===== config.mk =====
export PLATFORM = sky130hd
export DESIGN_NAME = return_stack
export DESIGN_NICKNAME = d
export VERILOG_FILES = /design/src/rtl/cpu_pkg.sv /design/src/rtl/return_stack.sv
export SDC_FILE = /design/constraint.sdc
export NUM_CORES = 1
export LEC_CHECK = 0
export ABC_CLOCK_PERIOD_IN_PS = 3900
export CAP_MARGIN = 30
export CORE_AREA = 2 2 79 89
export CTS_CLUSTER_SIZE = 20
export DETAILED_ROUTE_END_ITERATION = 6
export DIE_AREA = 0 0 81 91
export GPL_TIMING_DRIVEN = 0
export PLACE_DENSITY = 0.82
export SETUP_SLACK_MARGIN = 0.5
export SLEW_MARGIN = 30
export SYNTH_ARGS = -nofsm -noshare
export SYNTH_HDL_FRONTEND = slang
export SYNTH_SLANG_ARGS = --single-unit

===== constraint.sdc =====
create_clock -name clk -period 3.9 [get_ports clk]
set_input_delay 0.585 -clock clk [delete_from_list [all_inputs] [get_ports clk]]
set_output_delay 0.585 -clock clk [all_outputs]
set_load 0.05 [all_outputs]

===== src/rtl/cpu_pkg.sv =====
// ---------------------------------------------------------------------------
// cpu_pkg : shared widths and return-stack operation decode for the 9-bit CPU
// Revision 1.0
// ---------------------------------------------------------------------------
`default_nettype none

package cpu_pkg;

   localparam int AW_PC    = 10;
   localparam int RS_DEPTH = 8;

   // Encoding mirrors {jump2sub, retFsub} so decode is a plain cast
   typedef enum logic [1:0] {
      RS_NOP     = 2'b00,
      RS_POP     = 2'b01,
      RS_PUSH    = 2'b10,
      RS_REPLACE = 2'b11
   } rs_op_e;

   function automatic rs_op_e rs_decode(input logic jump2sub, input logic retFsub);
      return rs_op_e'({jump2sub, retFsub});
   endfunction

endpackage

`default_nettype wire


===== src/rtl/return_stack.sv =====
// ---------------------------------------------------------------------------
// return_stack : circular return-address stack beside the program counter
// Revision 1.0
// ---------------------------------------------------------------------------
`default_nettype none

module return_stack
   import cpu_pkg::*;
#(
   parameter int DEPTH = RS_DEPTH,
   parameter int AW    = AW_PC
) (
   input  logic                       clk,
   input  logic                       start,
   input  logic                       jump2sub,
   input  logic                       retFsub,
   input  logic [AW-1:0]              npc,
   output logic [AW-1:0]              rl,
   output logic [$clog2(DEPTH+1)-1:0] count,
   output logic                       empty,
   output logic                       full,
   output logic                       overflow,
   output logic                       underflow
);

   localparam int              CW     = $clog2(DEPTH+1);
   localparam int              SPW    = $clog2(DEPTH);
   localparam logic [CW-1:0]   C_FULL = CW'(DEPTH);

   logic [AW-1:0]  mem_q [DEPTH];
   logic [SPW-1:0] sp_q, sp_d;
   logic [CW-1:0]  count_q, count_d;
   logic           ovf_q, ovf_d;
   logic           unf_q, unf_d;
   logic           wr_en;
   logic [SPW-1:0] wr_addr;
   rs_op_e         op;

   assign op = rs_decode(jump2sub, retFsub);

   always_comb begin
      sp_d    = sp_q;
      count_d = count_q;
      ovf_d   = ovf_q;
      unf_d   = unf_q;
      wr_en   = 1'b0;
      wr_addr = sp_q;
      case (op)
         RS_PUSH: begin
            sp_d    = sp_q + 1'b1;
            wr_en   = 1'b1;
            wr_addr = sp_q + 1'b1;
            // When full the pointer wraps onto the oldest entry
            if (count_q == C_FULL) ovf_d = 1'b1;
            else                   count_d = count_q + 1'b1;
         end
         RS_POP: begin
            if (count_q != '0) begin
               sp_d    = sp_q - 1'b1;
               count_d = count_q - 1'b1;
            end else begin
               unf_d = 1'b1;
            end
         end
         RS_REPLACE: begin
            wr_en = 1'b1;
            if (count_q == '0) begin
               sp_d    = sp_q + 1'b1;
               wr_addr = sp_q + 1'b1;
               count_d = count_q + 1'b1;
               unf_d   = 1'b1;
            end
         end
         default: ;
      endcase
   end

   always_ff @(posedge clk) begin
      if (start) begin
         sp_q    <= '0;
         count_q <= '0;
         ovf_q   <= 1'b0;
         unf_q   <= 1'b0;
      end else begin
         sp_q    <= sp_d;
         count_q <= count_d;
         ovf_q   <= ovf_d;
         unf_q   <= unf_d;
      end
   end

   // Storage is deliberately left unreset
   always_ff @(posedge clk) begin
      if (wr_en && !start) mem_q[wr_addr] <= npc;
   end

   assign rl        = (count_q != '0) ? mem_q[sp_q] : '0;
   assign count     = count_q;
   assign empty     = (count_q == '0);
   assign full      = (count_q == C_FULL);
   assign overflow  = ovf_q;
   assign underflow = unf_q;

endmodule

`default_nettype wire


# == Word-level counts from Yosys, hierarchy flattened ==
# Memory sizes are Yosys's and may differ from the RTL's. A register that Yosys moved wholly into a read port is not among the register bits.
# Index checks and enable logic that the tools add are counted.
# totals
ff_bits,9
ram_bits,80
input_bits,14
out_inout_bits,18
wordCells,45
memories,1
# mem_list
memory,depth,word_bits,read_ports,rd_clocked_by_memory_dff,write_ports,line_no,text
mem_q,8,10,1,1,1,return_stack.sv:30,logic [AW-1:0] mem_q [DEPTH];
# op_classes
addsub,4
n_eq_ne,8
n_mux,17
reduce_logical,11
# ops
op,n
two-way mux 3 bit,4
two-way mux 4 bit,3
case mux 4 bit (3 select lines),1
two-way mux 10 bit,1
case mux 3 bit (3 select lines),1
"inequality test 2 bit, second input constant",4
case mux 3 bit (2 select lines),1
two-way mux 1 bit,5
"adder 4 x 1 -> 4 bit, second input constant",1
"equality test 2 bit, second input constant",2
"equality test 4 bit, second input constant",1
zero test 4 bit,1
AND reduction 2 bit,2
AND reduction 4 bit,1
nonzero test 4 bit,1
"subtractor 4 x 1 -> 4 bit, second input constant",1
"adder 3 x 1 -> 3 bit, second input constant",1
AND reduction 3 bit,1
nonzero test 3 bit,1
"subtractor 3 x 1 -> 3 bit, second input constant",1
"equality test 2 x 1 -> 1 bit, second input constant",1
case mux 1 bit (2 select lines),1
nonzero test 2 bit,1
OR reduction 2 bit,1
2 further kinds,2

# == Depth between registers and ports, before layout ==
# Gate-level depths: netlist (run 1).
# logic_depth
depth_word,6
depth_mapped,8
ltp_nobuf,7

# == Worst setup path after synthesis (run 1) ==
# Ideal clock, no wire load.
# synth_path
path_kind,register -> output
from,"register count_q[0], in the netlist count[0]"
to,output port rl[0]
arrival_ns,2.112
required_ns,3.315
slack_ns,1.203
stages_incl_launch_ff,4
n_path_buf,1
cell_sequence,dfxtp_1 > nor4_2 > clkbuf_1 > nor2_1
# synth_between
elab_chain_len,2
# synth_lines
element,line_no,text
"start, declared",return_stack.sv:32,"logic [CW-1:0] count_q, count_d;"
"start signal, assigned",return_stack.sv:86,count_q <= count_d;
nonzero test 4 bit,return_stack.sv:97,assign rl = (count_q != '0) ? mem_q[sp_q] : '0;
two-way mux 10 bit,return_stack.sv:97,
"end, declared",return_stack.sv:18,"output logic [AW-1:0] rl,"
# Every way passes these cells.

# == Worst setup path in the final report (run 1) ==
# layout_path
from,"register count_q[0], in the netlist count[0]"
to,output port rl[1]
# The elaborated chain is that of the path after synthesis.

==> key figures, run 1 <==
Outcome
  • Status: completed

Final layout
  • Layout net count: 298
  • Ant diodes: 0
  • Area growth syn-to-layout: 16.9%
  • Share of cells above drive strength 1: 19.0%

Timing
  • Final Skew: 0.00849 ns
  • Max-slew violations: 0
  • RSZ-0062 raised after global routing: no
  • Worst slew pin tran: 0.831 ns
  • Endpoints failing setup: 0
  • Slew Limit Headroom: 44.6%
  • Final setup TNS: 0 ns
  • Max Freq: 312 MHz
  • Final min period: 3.20 ns
  • Tcrit/Tclk final: 82.1%
  • Fin. Hold Viols: 0

Synthesis
  • Simple-Gate Fraction of Synth Area: 7.24%
  • Combinational family with the most area after synthesis: multiplexers
  • Async SR Flop Fraction: 0%
  • Number of distinct library cells after synthesis: 43
  • Syn nets: 252
  • Synth area leader: edfxtp_1
  • Compound-gate portion of the synthesized area: 4.76%
  • Xor/xnor share of the synthesized area: 0.901%
  • Post-Syn Area: 3890 um2
  • Yosys reg bits: 92
  • Adder-cell share of the synthesized area: 1.80%
  • Avg Cell Area, Syn: 16.7 um2
  • Post-synth EDFFs: 80
  • Syn Inst Count: 233
  • Top cell type's share of synthesized area: 61.8%
  • Syn. warnings: 0
  • Post-synthesis mux area share: 15.3%
  • Seq/Total Area, Yosys: 68.0%
  • Most common cell in the netlist: edfxtp_1
  • Synth top cells by count: edfxtp_1, nor2_1, mux4_2
  • Top FF cell, synth: edfxtp_1
  • Area contributors post-synth: edfxtp_1, mux4_2, dfxtp_1

Route
  • DR vias/cell: 5.89
  • Routed via count: 2156
  • DRC: 0
  • Pre-antenna DRT Iters: 4
  • DRT antenna net count: 0
  • WL per Instance: 19.0 um
  • Starting DRT DRC Count: 174
  • Final WL: 6940 um

Setup path
  • Critical path, cell by cell: nor4_2 -> clkbuf_1 -> nor2_1 -> clkdlybuf4s50_1
  • Register-to-register setup slack: 0.99 ns
  • CP required: 3.31 ns
  • R2r startpoint: sp_q[0]
  • Crit path buf inv count: 2
  • Top delay family on crit path: buffers and inverters
  • CP max-delay cell: clkdlybuf4s50_1
  • Reg-to-reg endpoint: mem_q[1][8]
  • Critical Path Sink Type: output pin
  • Worst path arrival time: 2.62 ns
  • Crit-path max cell delay: 0.73 ns
  • Critical path startpoint category: flip-flop
  • Setup Crit Path Kind: flip-flop to output pin
  • Largest fanout on the critical path: 10
  • Worst r2r path cells: 8

Placed design
  • # port buffers: 31
  • Post-DP HPWL: 4690 um
  • Final GP Congestion: 0.830

Clocking
  • Max H-tree Level: 3
  • Clock transition at the registers of the reported paths: 0.09 ns
  • CTS Buf Count: 9
  • Max clock buf depth: 2
  • Clock sinks: 92
  • Clk_lat worst skew: 0.35 ns
  • Hold Buf Count CTS: 0
  • CTS tree: built
  • Root Driver: clkbuf_8

Pwr
  • Static Leak: 1.46 nW
  • Peak VDD IR: 0.579 mV
  • Final Power: 3.44 mW
  • PwrDens: 756 nW/um2

Die
  • Rows: 31
  • Effective utilization at floorplan: 60.4%
  • Horiz. Die Dim: 81 um
  • Die height: 91 um
  • Placeable Area: 6440 um2
  • Ports: 32
  • Total die area: 7370 um2

Job
  • Max Cap Viol: 0

Hold path
  • Worst Hold End: underflow
  • Hold path startpoint: underflow
  • Worst hold path stage count: 2
  • Hold Crit Class: flip-flop to flip-flop

Global routing
  • Most used routing layer: met2
  • Met2 Resource Use GR: 35.1%
  • Antenna violations before repair: 0
  • Gr usage total: 20.9%
  • Total grt overflow: 0
  • Met3 Resource Use GR: 3.98%
  • First-pass GRT wire length: 11000 um
  • Vias in the first global route: 2178
  • Met1 usage: 27.8%
  • Largest net degree at the start of global routing: 17
worst max-delay path by stage:
stage                         from           to  cells after the start
after floorplan           count[0]        rl[0]                      3
after global placement    jump2sub  mem_q[7][4]                      5
after detailed placement  jump2sub  mem_q[1][6]                      8
after CTS                 count[0]        empty                      3
after global routing      count[0]        rl[1]                      4
final                     count[0]        rl[1]                      4
routing by layer:
metal	share of wire (%)	routed length (um)
met1	42	2890
met2	51	3560
met4	1.1	74
met5	0	0
met3	6.0	417
cell families (layout without fill, tap and decap cells):
logic type / after synthesis / in the layout
flops: 92 / 92
compound gates: 25 / 25
buf+inv: 19 / 70
xor+xnor: 4 / 4
fa+ha+maj: 5 / 5
mux: 34 / 34
simple gates: 54 / 54
registers in the layout, indices dropped and copies added (netlist names), named ones only:
signal     flops
sp_q           3
underflow      1
count          4
overflow       1
mem_q         80
timing repair:
action	4_1_cts	5_1_grt
gates resized for setup	0	1
setup endpoints to repair	0	1
setup buffers	0	0
per-stage QoR:
step                std cells  util (%)  hold slack [ns]  setup slack (ns)  cell area, um2
finish                    366      70.6            0.480             0.699            4540
global route              366      70.6            0.500             0.565            4540
CTS                       366      70.5            0.484             0.608            4540
detailed placement        350      67.8            0.462             0.761            4370
global placement          346      66.8            0.451            0.0772            4300
floorplan                 233         -            0.577              1.20            3890
worst register-to-register path: cells and delay by family (launching register included):
family / cells / cell delay [ns]
compound gates: 2 / 0.33
flops: 1 / 0.41
simple gates: 2 / 1.00
buf+inv: 3 / 0.58
fa+ha+maj: 1 / 0.30
area by class of cell:
class / count / area, um2
Timing Repair Buffer: 35 / 347
Multi-Input combinational cell: 122 / 1200
Tap cell: 82 / 103
Inverter: 7 / 26.3
Buffer: 12 / 52.6
Clock inverter: 7 / 50.0
Sequential cell: 92 / 2640
Fill cell: 430 / 1900
Clock buffer: 9 / 124
power breakdown:
group	total, mW	leakage, nW	internal [mW]	switching, mW
clock network	0.563	0.0837	0.234	0.329
logic	1.61	0.555	0.610	0.998
registers	1.27	0.821	1.19	0.0740
layout by cell type, fill, tap and decap left out, types with 2 or more instances in the layout:
cell type and n:
a21oi_1 7, o21ai_0 2, xnor2_1 3, clkdlybuf4s50_1 30, nor2_2 3, inv_6 2
nand3_1 3, nand4_1 3, a21boi_0 2, nand2b_1 4, nor3_1 2, mux2_2 3
mux2i_1 11, buf_4 4, clkbuf_1 7, a31oi_1 3, a211oi_4 2, nand2_1 4
clkbuf_8 9, buf_2 3, ha_1 4, nor4bb_1 2, clkinvlp_4 2, mux4_2 20
inv_1 7, dfxtp_1 12, nor2b_1 2, edfxtp_1 80, nor2_1 23
No activity file was read; power rests on OpenSTA's default activity.
==> run 2, diff against run 1 <==
--- a/config.mk
+++ b/config.mk
@@ -5,14 +5,14 @@
 export SDC_FILE = /design/constraint.sdc
 export NUM_CORES = 1
 export LEC_CHECK = 0
-export ABC_CLOCK_PERIOD_IN_PS = 3900
+export ABC_CLOCK_PERIOD_IN_PS = 3050
 export CAP_MARGIN = 30
-export CORE_AREA = 2 2 79 89
+export CORE_AREA = 2 2 82 92
 export CTS_CLUSTER_SIZE = 20
 export DETAILED_ROUTE_END_ITERATION = 6
-export DIE_AREA = 0 0 81 91
+export DIE_AREA = 0 0 84 94
 export GPL_TIMING_DRIVEN = 0
-export PLACE_DENSITY = 0.82
+export PLACE_DENSITY = 0.77
 export SETUP_SLACK_MARGIN = 0.5
 export SLEW_MARGIN = 30
 export SYNTH_ARGS = -nofsm -noshare
==> constraint.sdc (replaced) <==
create_clock -name clk -period 3.05 [get_ports clk]
set_input_delay 0.4575 -clock clk [delete_from_list [all_inputs] [get_ports clk]]
set_output_delay 0.4575 -clock clk [all_outputs]
set_load 0.05 [all_outputs]
==> key figures, run 2 (synthesized netlist as in run 1, its figures left out) <==
Route
  • DRC: 0
  • DR vias/cell: 5.83
  • Final WL: 7280 um
  • Pre-antenna DRT Iters: 4
  • WL per Instance: 19.6 um
  • Starting DRT DRC Count: 226
  • Routed via count: 2167
  • DRT antenna net count: 0

Final layout
  • Most common cell after layout, fill and taps aside: edfxtp_1
  • Largest register FFs: 80
  • Ant diodes: 0
  • Storage cell area: 2650 um2
  • Final non-filler cell total: 372
  • Layout net count: 302
  • # fillers: 471
  • Area growth syn-to-layout: 20.9%
  • Commonest cells after routing, fill and taps aside: edfxtp_1, mux4_2, clkdlybuf4s50_1
  • Multi-input gate area: 1260 um2
  • Share of cells above drive strength 1: 29.6%
  • Biggest register: mem_q

Timing
  • Tcrit/Tclk final: 80.6%
  • Max Freq: 407 MHz
  • Max-slew violations: 0
  • Final Skew: 0.00917 ns
  • Slew Limit Headroom: 51.7%
  • Worst slew pin tran: 0.723 ns
  • Fin. Hold Viols: 0
  • RSZ-0062 raised after global routing: no
  • Endpoints failing setup: 0
  • Final min period: 2.46 ns

Pwr
  • Flop pwr share: 36.1%
  • Sw Ratio: 41.6%
  • Clock power frac: 15.8%
  • Peak VDD IR: 0.621 mV
  • Comb pwr share: 48.1%
  • Static Leak: 1.51 nW
  • PwrDens: 971 nW/um2
  • Sw Pwr: 1.90 mW
  • Cell internal pwr: 2.66 mW
  • Final Power: 4.56 mW

Clocking
  • CTS Buf Count: 9
  • Clock transition at the registers of the reported paths: 0.09 ns
  • Hold Buf Count CTS: 0
  • Max H-tree Level: 3
  • Max clock buf depth: 2
  • Clk_lat worst skew: 0.36 ns
  • Clock sinks: 92
  • Root Driver: clkbuf_8
  • CTS tree: built

Global routing
  • Total grt overflow: 0
  • Antenna violations before repair: 0
  • Gr usage total: 20.3%
  • Vias in the first global route: 2171
  • Largest net degree at the start of global routing: 17
  • First-pass GRT wire length: 11500 um

Setup path
  • CP max-delay cell: mux4_2
  • Critical Path Sink Type: output pin
  • Crit-path max cell delay: 0.52 ns
  • Critical path, cell by cell: buf_8 -> mux4_2 -> mux2i_1 -> nor2_2 -> clkdlybuf4s15_2
  • Critical path startpoint category: flip-flop
  • Setup Crit Path Kind: flip-flop to output pin
  • Largest fanout on the critical path: 10
  • CP required: 2.59 ns
  • Worst path arrival time: 2.00 ns

Job
  • Max Cap Viol: 0

Die
  • Total die area: 7900 um2
  • Placeable Area: 6930 um2
  • Die height: 94 um
  • Ports: 32
  • Effective utilization at floorplan: 56.1%
  • Horiz. Die Dim: 84 um
  • Rows: 32

Hold path
  • Hold Crit Class: flip-flop to flip-flop

Placed design
  • Post-DP HPWL: 4470 um
  • # port buffers: 31
  • Placed cells: 349
  • Final GP Congestion: 0.819

Outcome
  • Status: completed
-- run 2: path summary, 6_finish.rpt --
| path | startpoint | to | slack [ns] | depth (start not counted) |
|---|---|---|---|---|
| max reg2reg | count[0] | mem_q[6][8] | 0.63 | 5 |
| min reg2reg | underflow | underflow | 0.48 | 2 |
| max | flip-flop | rl[2] | 0.59 | 5 |
| min | underflow | underflow | 0.48 | 2 |
-- run 2: power groups by stage --
stage	combinational, mW	sequential (mW)	clock, mW
after floorplan	1.41	1.72	0
after global placement	2.04	1.64	0
after detailed placement	2.11	1.65	0
after CTS	2.18	1.63	0.726
after global routing	2.35	1.66	0.788
final	2.19	1.65	0.723
-- run 2: layout make-up --
cell class / count / share of cell area [%]
plain buffers: 12 / 1.86
repair buffers: 39 / 8.54
inverters: 7 / 0.559
clock buffers: 9 / 2.64
multi-input cells: 122 / 26.8
clock inverters: 6 / 1.01
flip-flops and latches: 92 / 56.3
well taps: 85 / 2.26
-- run 2: stage by stage --
step                setup TNS (ns)  area [um2]  worst slack, ns  util [%]  hold WS (ns)
floorplan                        0        3900            0.403         -         0.556
global placement            -13.14        4320           -0.525      62.3         0.460
detailed placement               0        4360            0.167      62.9         0.465
CTS                              0        4670            0.440      67.5         0.491
global route                     0        4700            0.498      67.9         0.531
finish                           0        4700            0.591      67.9         0.484
-- run 2: what timing repair did --
item | CTS | global route
buffers inserted | 7 | 1
resized for setup | 44 | 20
endpoints found under the setup margin | 52 | 82
pin swaps | 4 | 1
-- run 2: per-layer routing --
| metal | wire, um | GRT usage [%] | up-vias |
|---|---|---|---|
| li1 | - | - | 1011 |
| met2 | 3840 | 35.3 | 63 |
| met5 | 0 | 0 | - |
| met4 | 158 | 8.74 | 0 |
| met3 | 369 | 4.39 | 15 |
| met1 | 2920 | 24.7 | 1078 |
-- run 2: critical path: cells and delay by family, from the launching register on --
| kind | cells | cell delay (ns) |
|---|---|---|
| buf+inv | 2 | 0.51 |
| mux | 2 | 0.70 |
| simple gates | 1 | 0.05 |
| flops | 1 | 0.39 |
